**src/rtl/ex_issue_ctrl.sv**
```systemverilog
// Execute-stage issue controller: latches ALU operands/op from a decoded request,
// captures the combinational ALU result and holds it for a valid/ready consumer.
module ex_issue_ctrl #(
    parameter int unsigned WIDTH = 64
) (
    input  logic             clk,
    input  logic             rst,
    input  logic             in_valid,
    output logic             in_ready,
    input  logic [1:0]       aluop,
    input  logic [10:0]      opcode,
    input  logic [WIDTH-1:0] rd_a,
    input  logic [WIDTH-1:0] rd_b,
    input  logic [WIDTH-1:0] imm,
    input  logic             alusrc,
    output logic [WIDTH-1:0] alu_num1,
    output logic [WIDTH-1:0] alu_num2,
    output logic [3:0]       alu_op,
    input  logic [WIDTH-1:0] alu_out,
    input  logic             alu_z,
    output logic             res_valid,
    input  logic             res_ready,
    output logic [WIDTH-1:0] res_data,
    output logic             res_z,
    output logic             res_err
);

    typedef enum logic [1:0] {
        S_IDLE = 2'b00,
        S_EXEC = 2'b01,
        S_HOLD = 2'b10
    } state_e;

    localparam logic [3:0] OP_AND  = 4'b0000;
    localparam logic [3:0] OP_ORR  = 4'b0001;
    localparam logic [3:0] OP_ADD  = 4'b0010;
    localparam logic [3:0] OP_SUB  = 4'b0110;
    localparam logic [3:0] OP_PASS = 4'b0111;

    state_e           state_q, state_d;
    logic [WIDTH-1:0] num1_q, num1_d;
    logic [WIDTH-1:0] num2_q, num2_d;
    logic [3:0]       op_q, op_d;
    logic             err_q, err_d;
    logic [WIDTH-1:0] res_data_q, res_data_d;
    logic             res_z_q, res_z_d;
    logic             res_err_q, res_err_d;
    logic             res_valid_q, res_valid_d;
    logic [3:0]       dec_op;
    logic             dec_err;

    // ALU control decode; unsupported R/I encodings fall back to ADD and flag an error
    always_comb begin
        dec_op  = OP_ADD;
        dec_err = 1'b0;
        case (aluop)
            2'b00: dec_op = OP_ADD;
            2'b01: dec_op = OP_PASS;
            2'b10: begin
                case (opcode)
                    11'b10001011000: dec_op = OP_ADD;
                    11'b11001011000: dec_op = OP_SUB;
                    11'b10001010000: dec_op = OP_AND;
                    11'b10101010000: dec_op = OP_ORR;
                    default:         dec_err = 1'b1;
                endcase
            end
            default: begin
                case (opcode[10:1])
                    10'b1001000100: dec_op = OP_ADD;
                    10'b1101000100: dec_op = OP_SUB;
                    10'b1001001000: dec_op = OP_AND;
                    10'b1011001000: dec_op = OP_ORR;
                    default:        dec_err = 1'b1;
                endcase
            end
        endcase
    end

    // Next-state and registered-output logic
    always_comb begin
        state_d     = state_q;
        num1_d      = num1_q;
        num2_d      = num2_q;
        op_d        = op_q;
        err_d       = err_q;
        res_data_d  = res_data_q;
        res_z_d     = res_z_q;
        res_err_d   = res_err_q;
        res_valid_d = res_valid_q;
        case (state_q)
            S_IDLE: begin
                if (in_valid) begin
                    num1_d  = rd_a;
                    num2_d  = alusrc ? imm : rd_b;
                    op_d    = dec_op;
                    err_d   = dec_err;
                    state_d = S_EXEC;
                end
            end
            S_EXEC: begin
                res_data_d  = alu_out;
                res_z_d     = alu_z;
                res_err_d   = err_q;
                res_valid_d = 1'b1;
                state_d     = S_HOLD;
            end
            S_HOLD: begin
                if (res_ready) begin
                    res_valid_d = 1'b0;
                    state_d     = S_IDLE;
                end
            end
            default: state_d = S_IDLE;
        endcase
    end

    always_ff @(posedge clk) begin
        if (rst) begin
            state_q     <= S_IDLE;
            num1_q      <= '0;
            num2_q      <= '0;
            op_q        <= OP_AND;
            err_q       <= 1'b0;
            res_data_q  <= '0;
            res_z_q     <= 1'b0;
            res_err_q   <= 1'b0;
            res_valid_q <= 1'b0;
        end else begin
            state_q     <= state_d;
            num1_q      <= num1_d;
            num2_q      <= num2_d;
            op_q        <= op_d;
            err_q       <= err_d;
            res_data_q  <= res_data_d;
            res_z_q     <= res_z_d;
            res_err_q   <= res_err_d;
            res_valid_q <= res_valid_d;
        end
    end

    // Acceptance decodes straight from the state register; reset forces it low
    assign in_ready  = (state_q == S_IDLE) && !rst;
    assign alu_num1  = num1_q;
    assign alu_num2  = num2_q;
    assign alu_op    = op_q;
    assign res_valid = res_valid_q;
    assign res_data  = res_data_q;
    assign res_z     = res_z_q;
    assign res_err   = res_err_q;

endmodule
```
**config.mk**
```make
export PLATFORM = sky130hd
export DESIGN_NAME = ex_issue_ctrl
export DESIGN_NICKNAME = d
export VERILOG_FILES = /design/src/rtl/ex_issue_ctrl.sv
export SDC_FILE = /design/constraint.sdc
export NUM_CORES = 1
export LEC_CHECK = 0
export ABC_CLOCK_PERIOD_IN_PS = 1600
export CAP_MARGIN = 20
export CELL_PAD_IN_SITES_DETAIL_PLACEMENT = 0
export CELL_PAD_IN_SITES_GLOBAL_PLACEMENT = 1
export CORE_AREA = 2 2 183 185
export CTS_CLUSTER_DIAMETER = 80
export DETAILED_ROUTE_END_ITERATION = 7
export DIE_AREA = 0 0 185 187
export DONT_BUFFER_PORTS = 1
export PLACE_DENSITY = 0.5
export SETUP_SLACK_MARGIN = 0.3
export SYNTH_ARGS = -nofsm -noshare
export SYNTH_HDL_FRONTEND = slang
export SYNTH_SLANG_ARGS = --single-unit
```
**constraint.sdc**
```tcl
create_clock -name clk -period 1.6 [get_ports clk]
set_input_delay 0.24 -clock clk [delete_from_list [all_inputs] [get_ports clk]]
set_output_delay 0.24 -clock clk [all_outputs]
set_load 0.01 [all_outputs]
```
== Yosys cells after proc, flatten, opt, wreduce, memory -nomap -nowiden ==
Index checks and enable logic that the tools add are counted.

* Bits in registers: 202
* Latch bits: 0
* Bits in writable memories: 0
* Memory bits (read-only): 0
* Input port bits: 275
* Logic and storage cells: 46
* Memories: 0

* $add $sub $neg: 0
* $mul: 0
* Div/mod/pow operators: 0
* Magnitude comparators: 0
* Equal/unequal tests: 14
* Shift operators: 0
* Multiplexer cells: 12
* Bitwise operators: 0
* Reduce and logical (&&, ||, !) cells: 11

{| class="wikitable"
|+ Operators by type and width
! operator !! number
|-
| 64-bit two-way mux || 1
|-
| 11-bit == test (second input constant) || 4
|-
| 10-bit == test (second input constant) || 4
|-
| 3-bit one-hot mux with 3 select lines || 3
|-
| 4-bit OR reduction || 2
|-
| 2-bit one-hot mux with 3 select lines || 1
|-
| 2-bit AND reduction || 3
|-
| 2-bit by 1-bit == test with 1-bit output (second input constant) || 2
|-
| 2-bit == test (second input constant) || 2
|-
| 2-bit zero test || 2
|-
| 2-bit two-way mux || 2
|-
| 2-bit != test (second input constant) || 2
|-
| 1-bit one-hot mux with 2 select lines || 2
|-
| 1-bit two-way mux || 3
|-
| 2-bit nonzero test || 1
|-
| 2-bit OR reduction || 1
|-
| 1-bit logical AND || 1
|-
| 1-bit zero test || 1
|}

== Depth between registers and ports, before layout ==
* Depth after elaboration: 4
* Depth in mapped cells: 6
* Gate-level depth less buffers: 4

== Worst setup path after synthesis ==
No wires, ideal clock.

* Kind: flip-flop to flip-flop
* From: register state_q[0]
* To: register num1_q[21], in the netlist alu_num1[21]
* Library setup time: 132 ps
* Arrival time: 1276 ps
* Slack: 192 ps
* Cell stages (with the launch flop): 7
* Clock period less this slack: 1408 ps
* Cell sequence: dfxtp_1 > or3b_1 > buf_2 > buf_2 > buf_2 > nand2_1 > a21oi_1

* Cells in the longest elaborated chain, start to end: 2

{| class="wikitable"
|+ RTL lines
! element !! line !! source
|-
| from (decl) || 40 || <nowiki>state_e state_q, state_d;</nowiki>
|-
| from (signal assigned) || 130 || <nowiki>state_q <= state_d;</nowiki>
|-
| 2-bit zero test || 91 || <nowiki>case (state_q)</nowiki>
|-
| 2-bit AND reduction (no line) || - ||
|-
| to (signal assigned) || 131 || <nowiki>num1_q <= num1_d;</nowiki>
|-
| to (decl) || 41 || <nowiki>logic [WIDTH-1:0] num1_q, num1_d;</nowiki>
|}

No other way between the ends.
A chain may end at the register's enable or synchronous reset.

== Worst setup path after layout ==
* From: register state_q[1]
* To: output in_ready

* Cells in the longest elaborated chain, start to end: 2

{| class="wikitable"
|+ RTL lines
! element !! line !! source
|-
| 2-bit zero test || 143 || <nowiki>assign in_ready = (state_q == S_IDLE) && !rst;</nowiki>
|-
| 1-bit logical AND || 143 ||
|-
| to (decl) || 9 || <nowiki>output logic in_ready,</nowiki>
|}

No other way between the ends.

==> impl_metrics.tcl <==
set metrics [dict create \
    outcome "finished with violations" \
    violations "negative hold slack" \
    wl_per_cell_um 21.89 \
    fin_crit_ns 1.535 \
    syn_nets 1175 \
    clock.fmax_ghz 0.6514 \
    drc 0 \
    cp_max_fo 3 \
    placedCellCount 1293 \
    die_h_um 187 \
    clockBufferDepth 3 \
    start_util 0.2326 \
    finalInstanceArea_um2 11730 \
    overflow 0 \
    cp.required_ns 1.36 \
    num_rows 67 \
    syn_area_um2 7644 \
    hold_viol 149 \
    fin_skew_ns 0.007863 \
    peakVddDrop_mv 0.6474 \
    maxSlewHeadroom 0.6525 \
    vias 6837 \
    layout-drive-gt1-share 0.3599 \
    viasPerCell 4.745 \
    postSynthCellCount 900 \
    min_to "alu_num2[7]" \
    holdPathStages 1 \
    grt_pass1_vias 6005 \
    ys_seq_elements 201 \
    ioPinCount 475 \
    clkTransAtPathRegs_ns 0.06 \
    final-setup-viol-count 0 \
    clock_latency_ns 0.53 \
    fin_setup_tns_ns 0 \
    reg2regPathDepth 7 \
    syn_to_final_growth_pct 53.49 \
    ant_nets 0 \
    register_area_um2 4031 \
    track_usage 0.1432 \
    startpoint_type "flop" \
    cp-startpoint "state_q[1]" \
    io_buffers 0 \
    ys_warn_count 0 \
    finalNonFillerCells 1441 \
    p_leak_uw 0.004430 \
    worstReg2RegStart "state_q[0]" \
    cts_tree "done" \
    whs_ns -0.2132 \
    ys_seq_area_frac 0.5264 \
    crit_path_end_kind "primary output" \
    grt_pass1_wl_mm 37.98 \
    nFillCells 3318 \
    tightest_slew_ns 0.5212 \
    cts_inserted_buffers 25 \
    root_buffer "clkbuf_16" \
    grt_max_degree 204 \
    crit_arrival_ns 1.30 \
    dp_hpwl_mm 18.08 \
    rsz0062_at_grt "true" \
    hold_class "input port to flop" \
    nets 1250 \
    die-area_um2 34600 \
    die_x_um 185 \
    routabilityCongestion 0.7749 \
    p_per_area_nw_per_um2 1140 \
    hp-start "rst" \
    coreArea_um2 32860 \
    antenna_found_initial 1 \
    total_power_uw 13380 \
    cts.sinks 201 \
    rrSetupSlack_ns 0.11 \
    critPathKind "flop to primary output" \
    routed_wirelength_mm 31.54 \
    reg2reg_to "alu_num1[23]" \
    synth.distinct_cells 29 \
    dr.pass1.iters 4 \
    htree_levels 1 \
    min_period_over_period 0.9595 \
    placedInstanceArea_um2 8134 \
    maxSlewViolCount 0 \
    initialDrtViolationCount 223 \
    multiInputGateArea_um2 4389 \
    cap_viol_max_count 0 \
    final_util 0.3570 \
    syn_avg_cell_area_um2 8.493 \
]
## flip-flops by register name, indices dropped and copies added, names as in the netlist
register   count
alu_num1      64
alu_num2      64
res_data      64
alu_op         3
state_q        2
err_q          1
res_err        1
res_valid      1
res_z          1
## layer usage
metal / vias up / GRT usage / part of all wire
met4: 0 / 0.04274 / 0.019
met1: 3280 / 0.1570 / 0.38
li1: 3192 / - / -
met3: 38 / 0.05413 / 0.097
met2: 327 / 0.2544 / 0.50
met5: - / 0 / 0
## cell usage in the layout (no fill, tap or decap), types with 2 or more instances in the layout
master,count
a211oi_2,51
inv_8,2
buf_8,6
clkbuf_1,5
mux2i_1,65
dlygate4sd3_1,34
nor4b_4,2
nand2_2,22
buf_16,7
nor3_1,2
nand2_4,37
nor2b_1,2
a211oi_1,14
buf_12,17
a21oi_2,71
clkbuf_8,7
a21oi_1,63
nor2_4,21
dfxtp_1,199
clkbuf_16,51
buf_6,19
buf_4,12
o21ai_0,2
dfxtp_4,2
clkinv_2,3
nor2_1,36
nand2_1,203
nor2_2,14
## kinds of logic (layout without fill, tap and decap cells)
family	Yosys count	count (layout)	synth area share
compound gates	206	206	0.1589
simple gates	352	352	0.1855
mux	65	65	0.08512
flops	201	201	0.5264
other cells	1	2	0.0004906
buf+inv	75	167	0.04354
## through the flow
step / worst slack, ns / hold WS, ns
3_3_place_gp: 0.1731 / 0.3292
6_report: 0.06478 / -0.2132
2_1_floorplan: 0.2715 / 0.3760
3_5_place_dp: 0.08111 / 0.3257
5_1_grt: 0.02557 / -0.2388
4_1_cts: 0.02204 / -0.2352
## worst max-delay path, stage by stage, from the launching register on
cell     delay (ns)
dfxtp_4        0.36
buf_6          0.12
nor3_4         0.12
buf_6          0.16
## layout make-up
cell class	count	area share
clock buffer	37	0.06313
tap	448	0.04778
inverter	1	0.0003199
sequential	201	0.3436
multi-input combinational	624	0.3741
antenna	1	0.0002133
clock inverter	7	0.004586
timing repair buffer	122	0.1663
## worst max path at each step
stage          slack, ns            to
3_3_place_gp        0.17         err_q
5_1_grt             0.03      in_ready
4_1_cts             0.02      in_ready
3_5_place_dp        0.08  alu_num2[50]
2_1_floorplan       0.27  alu_num1[21]
6_report            0.06      in_ready
## power breakdown
group / leakage (uW) / internal (uW) / switching, uW
clock: 0.000393 / 3210 / 2270
sequential: 0.00165 / 5360 / 475
combinational: 0.00238 / 1110 / 953
total: 0.00443 / 9670 / 3700
## synthesized netlist by cell type (all sizes together)
cell type / n / area (um^2)
nor4b: 2 / 47.55
a211o: 1 / 8.760
mux2i: 65 / 650.6
nor3b: 1 / 12.51
inv: 1 / 3.750
and3b: 1 / 8.760
nand4b: 1 / 8.760
nand3: 1 / 5.000
clkbuf: 36 / 135.1
nor2: 71 / 266.5
o21ai: 2 / 10.01
nand3b: 1 / 7.510
dfxtp: 201 / 4024
conb: 1 / 3.750
a21oi: 135 / 675.7
o41ai: 1 / 16.27
nor2b: 3 / 18.77
nand4: 1 / 6.260
nand2: 262 / 983.4
or3b: 3 / 26.28
nand2b: 1 / 6.260
o2111ai: 1 / 8.760
a211oi: 65 / 488.0
nor3: 4 / 20.02
a21boi: 1 / 7.510
buf: 38 / 193.9
## timing repair
action                                  4_1_cts  5_1_grt
resized for setup                            16      323
endpoints found under the setup margin      126      200
gates cloned                                  5       33
hold endpoints to repair                    201      201
setup buffers                                 7       24
pin swaps                                     2      130
hold buffers                                  2       32
(Power assumes the default switching activity.)
